File: config.mk
export PLATFORM = sky130hd
export DESIGN_NAME = uart_tx_fifo_flat
export DESIGN_NICKNAME = d
export VERILOG_FILES = /design/src/rtl/uart_pkg.sv /design/src/rtl/uart_tx_fifo_if.sv /design/src/rtl/uart_tx_fifo_fifo_sync.sv /design/src/rtl/uart_tx_fifo.sv /design/src/flat_wrapper.sv
export SDC_FILE = /design/constraint.sdc
export NUM_CORES = 1
export LEC_CHECK = 0
export ABC_AREA = 1
export BUFFER_PORTS_ARGS = -buffer_cell sky130_fd_sc_hd__clkbuf_2
export CELL_PAD_IN_SITES_DETAIL_PLACEMENT = 0
export CELL_PAD_IN_SITES_GLOBAL_PLACEMENT = 1
export CORE_UTILIZATION = 50
export DETAILED_ROUTE_END_ITERATION = 10
export PLACE_DENSITY = 0.87
export SYNTH_ARGS = -nofsm -noshare
export SYNTH_HDL_FRONTEND = slang
export SYNTH_HIERARCHICAL = 1
export SYNTH_SLANG_ARGS = --single-unit
File: constraint.sdc
create_clock -name clk -period 2.7 [get_ports clk]
set_input_delay 0.27 -clock clk [delete_from_list [all_inputs] [get_ports clk]]
set_output_delay 0.27 -clock clk [all_outputs]
set_load 0.05 [all_outputs]
File: src/rtl/uart_pkg.sv
// Shared definitions for the UART transmit-side byte queue.
// Used by the interface, the FIFO core and the drain FSM.
package uart_pkg;

   localparam int UART_W = 8;

   typedef enum logic [1:0] {
      IDLE = 2'd0,
      SEND = 2'd1,
      WAIT = 2'd2
   } tx_state_t;

endpackage

File: src/rtl/uart_tx_fifo_if.sv
// Producer and UART-facing signals of uart_tx_fifo.
// The slave modport is the FIFO; the master modport is the producer plus the UART.
interface uart_tx_fifo_if #(parameter int AW = 4);
   import uart_pkg::*;

   logic [UART_W-1:0] wr_data;
   logic              wr_en;
   logic              full;
   logic              afull;
   logic              empty;
   logic [AW:0]       count;
   logic              overflow;
   logic [UART_W-1:0] uart_din;
   logic              uart_send;
   logic              uart_txbusy;

   modport master (
      output wr_data, wr_en, uart_txbusy,
      input  full, afull, empty, count, overflow, uart_din, uart_send
   );

   modport slave (
      input  wr_data, wr_en, uart_txbusy,
      output full, afull, empty, count, overflow, uart_din, uart_send
   );

endinterface

File: src/rtl/uart_tx_fifo_fifo_sync.sv
// Synchronous circular-buffer FIFO with a dedicated occupancy counter.
// Writes are dropped when full even if a pop happens in the same cycle.
module fifo_sync #(
   parameter int AW = 4,
   parameter int W  = 8
) (
   input  logic         clk,
   input  logic         reset,
   input  logic         push,
   input  logic [W-1:0] din,
   input  logic         pop,
   output logic [W-1:0] dout,
   output logic [AW:0]  count,
   output logic         full,
   output logic         empty
);

   localparam logic [AW:0] DEPTH = {1'b1, {AW{1'b0}}};

   logic [W-1:0]  mem [0:(1<<AW)-1];
   logic [AW-1:0] wptr;
   logic [AW-1:0] rptr;
   logic          push_ok;
   logic          pop_ok;

   assign full    = (count == DEPTH);
   assign empty   = (count == '0);
   assign push_ok = push && !full;
   assign pop_ok  = pop && !empty;
   assign dout    = mem[rptr];

   always_ff @(posedge clk) begin
      if (reset) begin
         wptr  <= '0;
         rptr  <= '0;
         count <= '0;
      end else begin
         if (push_ok) wptr <= wptr + 1'b1;
         if (pop_ok)  rptr <= rptr + 1'b1;
         case ({push_ok, pop_ok})
            2'b10:   count <= count + 1'b1;
            2'b01:   count <= count - 1'b1;
            default: count <= count;
         endcase
      end
   end

   // Storage needs no reset; the pointers define what is valid.
   always_ff @(posedge clk) begin
      if (push_ok) mem[wptr] <= din;
   end

endmodule

File: src/rtl/uart_tx_fifo.sv
// Byte queue feeding a UART transmitter via its din/send/txbusy handshake.
// Adds the drain FSM, almost-full/overflow flags and the held uart_din byte.
module uart_tx_fifo
   import uart_pkg::*;
#(
   parameter int AW         = 4,
   parameter int AlmostFull = 12
) (
   input  logic           clk,
   input  logic           reset,
   uart_tx_fifo_if.slave  bus
);

   localparam logic [AW:0] AFULL_LVL = (AW+1)'(AlmostFull);

   tx_state_t         state;
   tx_state_t         state_nx;
   logic              pop;
   logic [UART_W-1:0] head;

   fifo_sync #(.AW(AW), .W(UART_W)) u_fifo (
      .clk   (clk),
      .reset (reset),
      .push  (bus.wr_en),
      .din   (bus.wr_data),
      .pop   (pop),
      .dout  (head),
      .count (bus.count),
      .full  (bus.full),
      .empty (bus.empty)
   );

   assign bus.afull     = (bus.count >= AFULL_LVL);
   assign bus.uart_send = (state == SEND);

   always_ff @(posedge clk) begin
      if (reset) state <= IDLE;
      else       state <= state_nx;
   end

   always_comb begin
      state_nx = state;
      pop      = 1'b0;
      case (state)
         IDLE: begin
            if (!bus.empty && !bus.uart_txbusy) begin
               pop      = 1'b1;
               state_nx = SEND;
            end
         end
         SEND:    if (bus.uart_txbusy)  state_nx = WAIT;
         WAIT:    if (!bus.uart_txbusy) state_nx = IDLE;
         default: state_nx = IDLE;
      endcase
   end

   // uart_din only moves on a pop, so it is stable through SEND and WAIT.
   always_ff @(posedge clk) begin
      if (reset)    bus.uart_din <= '0;
      else if (pop) bus.uart_din <= head;
   end

   always_ff @(posedge clk) begin
      if (reset)                         bus.overflow <= 1'b0;
      else if (bus.wr_en && bus.full)    bus.overflow <= 1'b1;
   end

endmodule

File: src/flat_wrapper.sv
// flat-port wrapper written by rule: the top's interface ports become plain ports
module uart_tx_fifo_flat import uart_pkg::*;
#(
   parameter int AW         = 4,
   parameter int AlmostFull = 12
)
  (clk, reset, bus_wr_data, bus_wr_en, bus_uart_txbusy, bus_full, bus_afull, bus_empty, bus_count, bus_overflow, bus_uart_din, bus_uart_send);
  uart_tx_fifo_if #(.AW(AW)) bus_i ();
  input  logic clk;
  input  logic reset;
  input wire logic [$bits(bus_i.wr_data)-1:0] bus_wr_data;
  input wire logic [$bits(bus_i.wr_en)-1:0] bus_wr_en;
  input wire logic [$bits(bus_i.uart_txbusy)-1:0] bus_uart_txbusy;
  output wire logic [$bits(bus_i.full)-1:0] bus_full;
  output wire logic [$bits(bus_i.afull)-1:0] bus_afull;
  output wire logic [$bits(bus_i.empty)-1:0] bus_empty;
  output wire logic [$bits(bus_i.count)-1:0] bus_count;
  output wire logic [$bits(bus_i.overflow)-1:0] bus_overflow;
  output wire logic [$bits(bus_i.uart_din)-1:0] bus_uart_din;
  output wire logic [$bits(bus_i.uart_send)-1:0] bus_uart_send;
  assign bus_i.wr_data = bus_wr_data;
  assign bus_i.wr_en = bus_wr_en;
  assign bus_i.uart_txbusy = bus_uart_txbusy;
  assign bus_full = bus_i.full;
  assign bus_afull = bus_i.afull;
  assign bus_empty = bus_i.empty;
  assign bus_count = bus_i.count;
  assign bus_overflow = bus_i.overflow;
  assign bus_uart_din = bus_i.uart_din;
  assign bus_uart_send = bus_i.uart_send;
  uart_tx_fifo #(.AW(AW), .AlmostFull(AlmostFull)) u_core (.clk(clk), .reset(reset), .bus(bus_i));
endmodule
### Word-level counts from Yosys, hierarchy flattened

Memories as Yosys holds them, arrays and structs flattened. A register that Yosys moved wholly into a read port is not among the register bits.
Index checks and enable logic that the tools add are counted.

* flip-flop bits (word level): 16
* memory bits (writable): 128
* output and inout port bits: 18
* memories: 1

* add/subtract/negate cells: 4
* order comparisons: 1
* eq/ne operators: 8
* muxes and demuxes: 9
* reduce and logical (&&, ||, !) cells: 11

Memory list
* u_core.u_fifo.mem: words 16, bits a word 8, rd ports 1, clocked after memory_dff 1, wr ports 1, RTL line uart_tx_fifo_fifo_sync.sv:20 `logic [W-1:0] mem [0:(1<<AW)-1];`

Operators by type and width (count)
* $pmux 5 s2: 1
* $add 4x1->4 const B: 2
* $mux 2: 3
* $pmux 2 s3: 1
* $add 5x1->5 const B: 1
* $eq 5x5->1 const B: 1
* $ge 5x4->1 const B: 1
* $logic_not 5->1: 1
* $sub 5x1->5 const B: 1
* $eq 2x1->1 const B: 2
* $eq 2x2->1 const B: 2
* $logic_and 1x1->1: 4
* $mux 1: 4
* $ne 2x2->1 const B: 2
* $logic_not 1->1: 3
* $reduce_and 3->1: 1
* $logic_not 2->1: 1
* $ne 2x1->1 const B: 1
* $reduce_bool 2->1: 1

### Longest topological paths before layout

Gate-level depths: netlist (run 1).

* depth in word-level cells: 8
* depth in mapped cells: 19
* depth with buffers taken out: 18

### Cells and area by module

The synthesis (run 1) kept the hierarchy.

By module, submodules not included
* fifo_sync: instances 1, cells each 475, area each 6090.8 um2, sequential area each 4184.0 um2
* uart_tx_fifo: instances 1, cells each 69, area each 510.5 um2, sequential area each 220.2 um2

### Worst setup path after synthesis (run 1)

No wires, ideal clock.

* kind: reg-to-reg
* from: reg u_core.u_fifo.count[2]
* to: reg u_core.u_fifo.count[4]
* setup time: 0.118 ns
* arrival: 2.924 ns
* required time: 2.582 ns
* path slack: -0.342 ns
* stages on the path, launching flop included: 20
* cell sequence: dfxtp_1 -> nor2_2 -> nand3_2 -> inv_1 -> nor2_4 -> buf_6 -> nand2_4 -> inv_1 -> nand2_4 -> inv_6 -> ha_1 -> xor2_1 -> ha_1 -> inv_1 -> nand2_4 -> nand2_2 -> nand3_1 -> nand2_1 -> nor2_1 -> nor2_1

* longest elaborated chain between the ends: 8

Ends and longest elaborated chain
* from (decl): RTL line uart_tx_fifo_fifo_sync.sv:13 `output logic [AW:0] count,`
* from (signal assigned): RTL line uart_tx_fifo_fifo_sync.sv:41 `2'b10: count <= count + 1'b1;`
* from (signal assigned): RTL line uart_tx_fifo_fifo_sync.sv:42 `2'b01: count <= count - 1'b1;`
* from (signal assigned): RTL line uart_tx_fifo_fifo_sync.sv:43 `default: count <= count;`
* $logic_not 5->1 (*): RTL line uart_tx_fifo_fifo_sync.sv:27 `assign empty = (count == '0);`
* via bus_empty: RTL line flat_wrapper.sv:16 `output wire logic [$bits(bus_i.empty)-1:0] bus_empty;`
* $logic_not 1->1 (*): RTL line uart_tx_fifo.sv:46 `if (!bus.empty && !bus.uart_txbusy) begin`
* $logic_and 1x1->1 (*): RTL line uart_tx_fifo.sv:46
* $mux 1 (*): RTL line uart_tx_fifo.sv:46
* $mux 1 (*): RTL line uart_tx_fifo.sv:44 `case (state)`
* via u_core.pop: RTL line uart_tx_fifo.sv:18 `logic pop;`
* $logic_and 1x1->1 (*): RTL line uart_tx_fifo_fifo_sync.sv:29 `assign pop_ok = pop && !empty;`
* via u_core.u_fifo.pop_ok: RTL line uart_tx_fifo_fifo_sync.sv:24 `logic pop_ok;`
* $eq 2x1->1 or $eq 2x2->1 (tied branches): RTL line uart_tx_fifo_fifo_sync.sv:40 `case ({push_ok, pop_ok})`
* $pmux 5 s2 or $reduce_bool 2->1 (tied branches)

The timed path passes the listed nets; every way through them passes the cells marked *.
A chain may end at the register's enable or synchronous reset.

### Worst setup path in the final report (run 1)

* from: reg u_core.u_fifo.count[2]
* to: reg u_core.u_fifo.count[4]

* longest elaborated chain between the ends: 8

Ends and longest elaborated chain (RTL line)
* $logic_not 5->1 (*): uart_tx_fifo_fifo_sync.sv:27
* $logic_not 1->1 (*): uart_tx_fifo.sv:46
* $logic_and 1x1->1 (*): uart_tx_fifo.sv:46
* $mux 1 (*): uart_tx_fifo.sv:46
* $mux 1 (*): uart_tx_fifo.sv:44
* via u_core.pop: uart_tx_fifo.sv:18
* $logic_and 1x1->1 (*): uart_tx_fifo_fifo_sync.sv:29
* via u_core.u_fifo.pop_ok: uart_tx_fifo_fifo_sync.sv:24
* $eq 2x1->1 or $eq 2x2->1 (tied branches): uart_tx_fifo_fifo_sync.sv:40
* $pmux 5 s2 or $reduce_bool 2->1 (tied branches)

Marks and branches as above.

==> results of run 1 <==
[worst paths after layout]
path	startpoint	endpoint	slack, ps	depth (start not counted)
worst max-delay path	u_core/u_fifo/count[2]	u_core/u_fifo/count[4]	380	18
worst min-delay path	bus_uart_txbusy	u_core/state[1]	140	3
worst max register to register	u_core/u_fifo/count[2]	u_core/u_fifo/count[4]	380	18
worst min register to register	u_core/bus.overflow	u_core/bus.overflow	480	2
[worst max-delay path: stages, from the launching register on]
cell	delay [ps]
dfxtp_4	400
nor2_2	60
nand3_2	130
clkinvlp_4	120
nor2_4	120
nand2_4	60
inv_1	90
nand2_4	80
inv_6	100
ha_4	170
xor2_1	200
ha_1	180
inv_1	60
nand2_4	70
nand2_2	60
nand3_1	80
nand2_1	50
nor2_1	120
nor2_1	50
[routing by layer]
layer,vias up,track usage (%)
li1,2021,-
met1,2062,27.6
met2,119,35.0
met3,19,4.94
met4,0,8.35
met5,-,0
[sequential cells by signal (all words and copies together) (netlist names), named ones only]
signal / flops
u_core/u_fifo/mem: 128
u_core/bus.uart_din: 8
u_core/u_fifo/count: 5
u_core/u_fifo/rptr: 4
u_core/u_fifo/wptr: 4
u_core/state: 2
u_core/bus.overflow: 1
[layout make-up]
class	count	share of cell area, %
clock buffer	17	5.58
tap	172	2.82
multi-input combinational	296	23.9
timing repair buffer	49	4.04
sequential	156	58.1
clock inverter	15	2.17
inverter	68	3.46
[cells by family (layout without fill, tap and decap cells)]
family,count (synthesis),after routing,share of synthesized area [%]
fa+ha+maj,8,8,1.52
xor+xnor,5,5,0.777
simple gates,123,123,9.02
flops,156,156,66.7
buf+inv,92,149,5.93
mux,32,32,4.85
compound gates,128,128,11.2
[report_power, final]
part | internal [W] | leakage, nW | switching [W]
registers | 0.00281 | 1.39 | 0.000247
logic | 0.000822 | 1.15 | 0.00166
clock network | 0.00138 | 0.289 | 0.000968
total | 0.00501 | 2.83 | 0.00287
[placed cells by master, fill, tap and decap left out, types with 22 or more instances in the layout]
cell        n
o21ai_0    44
nand2_1    36
edfxtp_1  128
clkbuf_2   29
nand3_1    27
a21oi_1    47
mux2i_1    32
o211ai_1   32
dfxtp_1    22
inv_1      64
nor2_1     41
[stage by stage]
stage	setup WS (ps)	area (um^2)	utilization, %	instances
finish	380	7620	59.9	773
detailed placement	422	7030	55.3	741
global route	212	7620	59.9	773
floorplan	56.1	6640	-	544
global placement	500	7030	55.3	741
CTS	401	7620	59.9	773
==> results.toml, run 1 <==
[synth]
synth_top_cell_by_area = "edfxtp_1"
syn_area_per_cell_um2 = 12.1
synth_ff_type = "edfxtp_1"
synthArstFlopShare_pct = 0
synthTopCellsByCount = "edfxtp_1 (128), inv_1 (65), a21oi_1 (47), o21ai_0 (44), nor2_1 (41)"
ys_warn_count = 6
synth_area_leaders = "edfxtp_1 (58%), dfxtp_1 (8.5%), mux2i_1 (4.9%)"
syn_inst = 544
ys_types = 32
yosysTopAreaCellShare_pct = 58.2
syn-cell-area_um2 = 6600
seq_area_frac_synth_pct = 66.7
synth-edff-count = 128
ys_ff_latch = 156
syn-num-nets = 564
yosysMostFrequentCell = "edfxtp_1"

[floorplan]
die_area_um2 = 13700
initial_core_util_pct = 51.9
die_h_um = 117
std_cell_rows = 41
die_w_um = 117
pin_count = 30
coreArea_um2 = 12700

[timing]
max_freq_ghz = 0.431
finalSetupViolCount = 0
hold_viol_final = 0
maxSlewViolCount = 0
rsz0062_at_grt = "false"
fin_skew_ps = 6.99
slew_headroom_pct = 41.2
hold_ws_ps = 139
worst_slew_pin_slew_ps = 879
period_minus_slack_ps = 2320
tns_ps = 0
fin_crit_sh_pct = 85.9

[clock_tree]
clk_pin_slew_ps = 60
cts-resized-gates = 0
postCtsSetupBuffers = 0
hold_buffers = 0
cts-root-buf = "clkbuf_16"
clkLatencyLatePin_ps = 420
cts_max_level = 4
cts_buffer_depth = 2
cts.sinks = 156
cts_inserted_buffers = 17
cts_tree = "built"

[worst_setup_path]
worstSetupPathType = "flip-flop to flip-flop"
critPathRequiredTime_ps = 3010
endpoint_kind = "flip-flop"
worstSetupStartpointType = "flip-flop"
critical_path.max_fanout = 9
arrival_ps = 2630

[layout]
multiInputGateArea_um2 = 1820
drive_gt1_share_pct = 18.1
nNetsFinal = 608
insertedDiodeCount = 0
seq_area_um2 = 4430
fillers = 1015
syn2layout_area_growth_pct = 15.5

[drt]
viasPerCell = 5.46
post-route-drc-count = 0
wl_met3_um = 792
avgRoutedWirePerCell_um = 17.3
drt_iter0_drc = 307
dr.pass1.iters = 4
wl_um = 13400
postRouteAntennaNets = 0
highest_layer = "met4"
vias = 4221
wl_met2_um = 6570
met1Wirelength_um = 5740

[status]
outcome = "finished, final reports clean"

[hold_path]
hold_path.class = "primary input to flip-flop"

[global_route]
track_usage_pct = 21.3
grt_pass1_vias = 4084
grt_max_degree = 50
grt_pass1_wl_um = 20900
gr-total-overflow = 0
antenna_found_initial = 0

[flow_run]
drv_cap = 0

[power_and_ir_drop]
ir_drop_v = 0.000598
power.density_nw_per_um2 = 1030
power.leakage_nw = 2.83
power_w = 0.00788

[place]
gp_congestion = 0.821
port_buffers = 29
hpwl_um = 8390
Power figures use the tool's default switching activity.
==> inputs of run 2 (changes only) <==
- CORE_UTILIZATION: 50 -> 47
- PLACE_DENSITY: 0.87 -> 0.83
==> run 2 against run 1 <==
Design area down 0.44%; sequential share of layout area up 0.26 points; register-to-register slack better by 50 ps; die area up 6.3%; clock-buffer cell count up 2; sequential cell count unchanged; highest routed layer unchanged.
==> results.toml, run 2 (synthesis results as in run 1) <==
[floorplan]
die_h_um = 121
initial_core_util_pct = 49.1
die_area_um2 = 14500
pin_count = 30
die_w_um = 121
std_cell_rows = 42
coreArea_um2 = 13500

[worst_setup_path]
worstSetupPathType = "flip-flop to flip-flop"
path_cells = "nor2_2, nand3_2, clkinvlp_4, nor2_4, nand2_4, inv_1, nand2_4, inv_6, ha_4, xor2_1, ha_1, inv_1, nand2_4, nand2_2, nand3_1, nand2_1, nor2_1, nor2_1"
endpoint_kind = "flip-flop"
worstSetupStartpointType = "flip-flop"
critPathRequiredTime_ps = 3000
arrival_ps = 2570
critical_path.max_fanout = 9
r2r_slack_ps = 430
crit_slowest_cell = "dfxtp_4"
crit_top_cell = "nand2_4"
crit_path_max_incr_delay_ps = 390

[clock_tree]
clk_pin_slew_ps = 60
cts.sinks = 156
cts-resized-gates = 0
cts_max_level = 4
cts_inserted_buffers = 17
cts_tree = "built"
hold_buffers = 0
clkLatencyLatePin_ps = 420
cts_buffer_depth = 2
postCtsSetupBuffers = 0
cts-root-buf = "clkbuf_16"

[timing]
slew_headroom_pct = 44.4
finalSetupViolCount = 0
worst_slew_pin_slew_ps = 831
fin_skew_ps = 5.44
rsz0062_at_grt = "false"
period_minus_slack_ps = 2270
layout_setup_ws_ps = 430
maxSlewViolCount = 0
fin_crit_sh_pct = 84.1
hold_viol_final = 0
max_freq_ghz = 0.441
hold_ws_ps = 124
tns_ps = 0

[status]
outcome = "finished, final reports clean"

[global_route]
track_usage_pct = 20.4
gr-total-overflow = 0
antenna_found_initial = 0
grt_max_degree = 36
grt_pass1_vias = 4011
grt_pass1_wl_um = 21500

[power_and_ir_drop]
ir_drop_v = 0.000511
power.density_nw_per_um2 = 1020
power.leakage_nw = 2.81
power_w = 0.00772

[layout]
nNetsFinal = 610
drive_gt1_share_pct = 17.0
insertedDiodeCount = 0
largest_register_ffs = 128
top_register = "u_core/u_fifo/mem"
mostFrequentLayoutCell = "edfxtp_1"
reg_top3 = "u_core/u_fifo/mem x128, u_core/bus.uart_din x8, u_core/u_fifo/count x5"
layout_common_cells = "edfxtp_1 (128), inv_1 (64), a21oi_1 (47), o21ai_0 (44), nor2_1 (41)"
syn2layout_area_growth_pct = 15.0

[drt]
wl_met3_um = 643
wl_um = 13600
vias = 4132
viasPerCell = 5.32
drt_iter0_drc = 304
met1Wirelength_um = 5700
wl_met2_um = 7070
dr.pass1.iters = 5
postRouteAntennaNets = 0
post-route-drc-count = 0
highest_layer = "met4"
avgRoutedWirePerCell_um = 17.4

[place]
hpwl_um = 8850
port_buffers = 29
gp_congestion = 0.826
place_ws_ps = 453

[hold_path]
hold_path.class = "primary input to flip-flop"

[flow_run]
drv_cap = 0
==> run 2: cell types whose count changed in the layout (fill, tap and decap cells not counted) <==
cell	change
clkinvlp_4	+1
buf_4	+2
clkbuf_1	+2
clkinv_1	+5
inv_6	-4
clkinv_4	-6
==> run 2: worst paths after layout <==
path,to,cells past startpoint,from
worst min register to register,u_core/bus.uart_din[1],2,u_core/bus.uart_din[1]
worst max register to register,u_core/u_fifo/count[4],18,u_core/u_fifo/count[2]
worst min-delay path,u_core/state[1],3,bus_uart_txbusy
worst max-delay path,u_core/u_fifo/count[4],18,u_core/u_fifo/count[2]
==> run 2: metal layers <==
metal	vias to the layer above	global-route usage (%)
met3	12	5.80
met2	83	34.7
met4	0	6.56
met1	2013	25.0
li1	2024	-
met5	-	0
==> run 2: worst max-delay path: cells and delay by family, from the launching register on <==
kind          cells  cell delay (ps)
simple gates     11              820
flops             1              390
buf+inv           4              380
fa+ha+maj         2              360
xor+xnor          1              200
==> run 2: per-stage QoR <==
| step | utilization, % | instances | cell area (um^2) |
|---|---|---|---|
| 4_1_cts | 56.4 | 777 | 7590 |
| 6_report | 56.4 | 777 | 7590 |
| 3_3_place_gp | 52.4 | 747 | 7050 |
| 5_1_grt | 56.4 | 777 | 7590 |
| 3_5_place_dp | 52.4 | 747 | 7050 |
| 2_1_floorplan | - | 544 | 6640 |
==> run 2: area by class of cell <==
type	count	area [um^2]
fillers	1156	5860
multi-input cells	296	1820
clock inverters	11	104
inverters	68	264
well taps	176	220
clock buffers	19	433
repair buffers	51	323
flip-flops and latches	156	4430
==> run 2: power by group <==
part / internal, W / switching [W] / leakage, nW
clock: 0.00133 / 0.000856 / 0.256
sequential: 0.00281 / 0.000213 / 1.39
combinational: 0.000831 / 0.00169 / 1.17
==> inputs of run 3 (changes only) <==
- clock period: 2.7 -> 2.1 ns (I/O delays scaled with it)
==> run 3 against run 2 <==
Clock-buffer cell count increased by 1; largest power group unchanged; critical endpoint unchanged; combinational power increased by 41%; global-route usage decreased by 0.27 points; clock power increased by 38%.
==> results.toml, run 3 (synthesis results as in run 1) <==
[layout]
syn2layout_area_growth_pct = 16.6
multiInputGateArea_um2 = 1870
mostFrequentLayoutCell = "edfxtp_1"
insertedDiodeCount = 0
nNetsFinal = 608
drive_gt1_share_pct = 18.7
seq_area_um2 = 4430
reg_top3 = "u_core/u_fifo/mem x128, u_core/bus.uart_din x8, u_core/u_fifo/count x5"
fillers = 1118
top_register = "u_core/u_fifo/mem"
fin_util_pct = 57.2
layout_common_cells = "edfxtp_1 (128), inv_1 (61), a21oi_1 (47), o21ai_0 (42), nor2_1 (40)"
largest_register_ffs = 128

[timing]
worst_slew_pin_slew_ps = 827
maxSlewViolCount = 0
fin_crit_sh_pct = 98.3
finalSetupViolCount = 0
tns_ps = 0
max_freq_ghz = 0.484
layout_setup_ws_ps = 35.4
hold_viol_final = 0
rsz0062_at_grt = "true"
slew_headroom_pct = 44.6
fin_skew_ps = 8.76
period_minus_slack_ps = 2060
hold_ws_ps = 69.7

[power_and_ir_drop]
power_frac_clock_pct = 28.8
power_frac_comb_pct = 34.1
ir_drop_v = 0.000746
power_w = 0.0105
power.leakage_nw = 2.83
intPower_w = 0.00675
power.density_nw_per_um2 = 1360
netSwitchingFraction_pct = 35.5
p_seq_share_pct = 37.2
switchingPower_w = 0.00371

[clock_tree]
clk_pin_slew_ps = 60
cts_buffer_depth = 2
cts.sinks = 156
cts_tree = "built"
hold_buffers = 0
cts-root-buf = "clkbuf_16"
clkLatencyLatePin_ps = 420
cts_inserted_buffers = 17
cts_max_level = 4

[worst_setup_path]
endpoint_kind = "flip-flop"
critPathRequiredTime_ps = 2410
arrival_ps = 2380
worstSetupPathType = "flip-flop to flip-flop"
critical_path.max_fanout = 5
worstSetupStartpointType = "flip-flop"

[floorplan]
pin_count = 30
die_area_um2 = 14500
coreArea_um2 = 13500
std_cell_rows = 42
initial_core_util_pct = 49.1
die_w_um = 121
die_h_um = 121

[place]
place_ws_ps = 3.93
hpwl_um = 8830
gp_congestion = 0.786
port_buffers = 29

[hold_path]
hold_path.class = "primary input to flip-flop"

[global_route]
grt_pass1_vias = 4015
gr-total-overflow = 0
track_usage_pct = 20.1
grt_max_degree = 35
grt_pass1_wl_um = 21400
antenna_found_initial = 0

[drt]
avgRoutedWirePerCell_um = 17.3
drt_iter0_drc = 344
postRouteAntennaNets = 0
wl_um = 13400
post-route-drc-count = 0
dr.pass1.iters = 5
viasPerCell = 5.41
vias = 4202

[flow_run]
drv_cap = 0

[status]
outcome = "finished, final reports clean"
run 3: cell count changes in the layout (fill, tap and decap cells not counted), sizes merged:
| cell | previous run | this run |
|---|---|---|
| bufinv | 2 | 3 |
| clkbuf | 48 | 49 |
| clkinvlp | 3 | 6 |
| clkinv | 8 | 4 |
| buf | 22 | 20 |
run 3: final cells by class:
type / instances / area share, %
inverter: 68 / 3.46
clock buffer: 20 / 5.67
multi-input combinational: 296 / 24.3
timing repair buffer: 49 / 4.32
sequential: 156 / 57.5
clock inverter: 11 / 1.89
tap: 176 / 2.86
run 3: timing repair:
action | 4_1_cts | 5_1_grt
resized for setup | 1 | 3
setup endpoints to repair | 1 | 3
buffers inserted | 1 | 3
pin swaps | 2 | 9
run 3: power by group through the flow:
stage	Clock, W	Sequential [W]	Combinational, W
after detailed placement	0	0.00395	0.00347
after global routing	0.00318	0.00393	0.00393
after global placement	0	0.00394	0.00342
after floorplan	0	0.00422	0.00227
final	0.00301	0.00389	0.00356
after CTS	0.00306	0.00389	0.00350
run 3: routing by layer:
layer	GRT usage (%)	share of wire (%)
met5	0	0
met4	7.33	1.5
met3	4.95	5.0
met2	32.1	50
met1	26.7	43
run 3: path summary, 6_finish.rpt:
check | start | endpoint | slack [ps] | cells past startpoint
worst max register to register | u_core/u_fifo/count[3] | u_core/u_fifo/count[4] | 40 | 18
worst min register to register | u_core/bus.overflow | u_core/bus.overflow | 470 | 2
worst min-delay path | bus_uart_txbusy | u_core/state[1] | 70 | 3
worst max-delay path | u_core/u_fifo/count[3] | u_core/u_fifo/count[4] | 40 | 18
run 3: through the flow:
step                cells  instance area (um^2)
global route          776                  7700
finish                776                  7700
global placement      741                  7070
floorplan             544                  6670
detailed placement    741                  7070
CTS                   773                  7670
run 3: critical path, cell delays in order, from the launching register on:
cell and delay (ps):
dfxtp_4 390, nor2_4 60, nand3_4 90, clkinvlp_4 100, nor2_4 140, nand2_4 70, inv_4 60, nand2_4 50
clkinv_4 50, ha_4 170, xor2_2 180, ha_2 200, inv_2 40, nand2_4 80, nand2_4 50, nand3_2 50
nand2_1 40, nor2_1 90, nor2_1 40
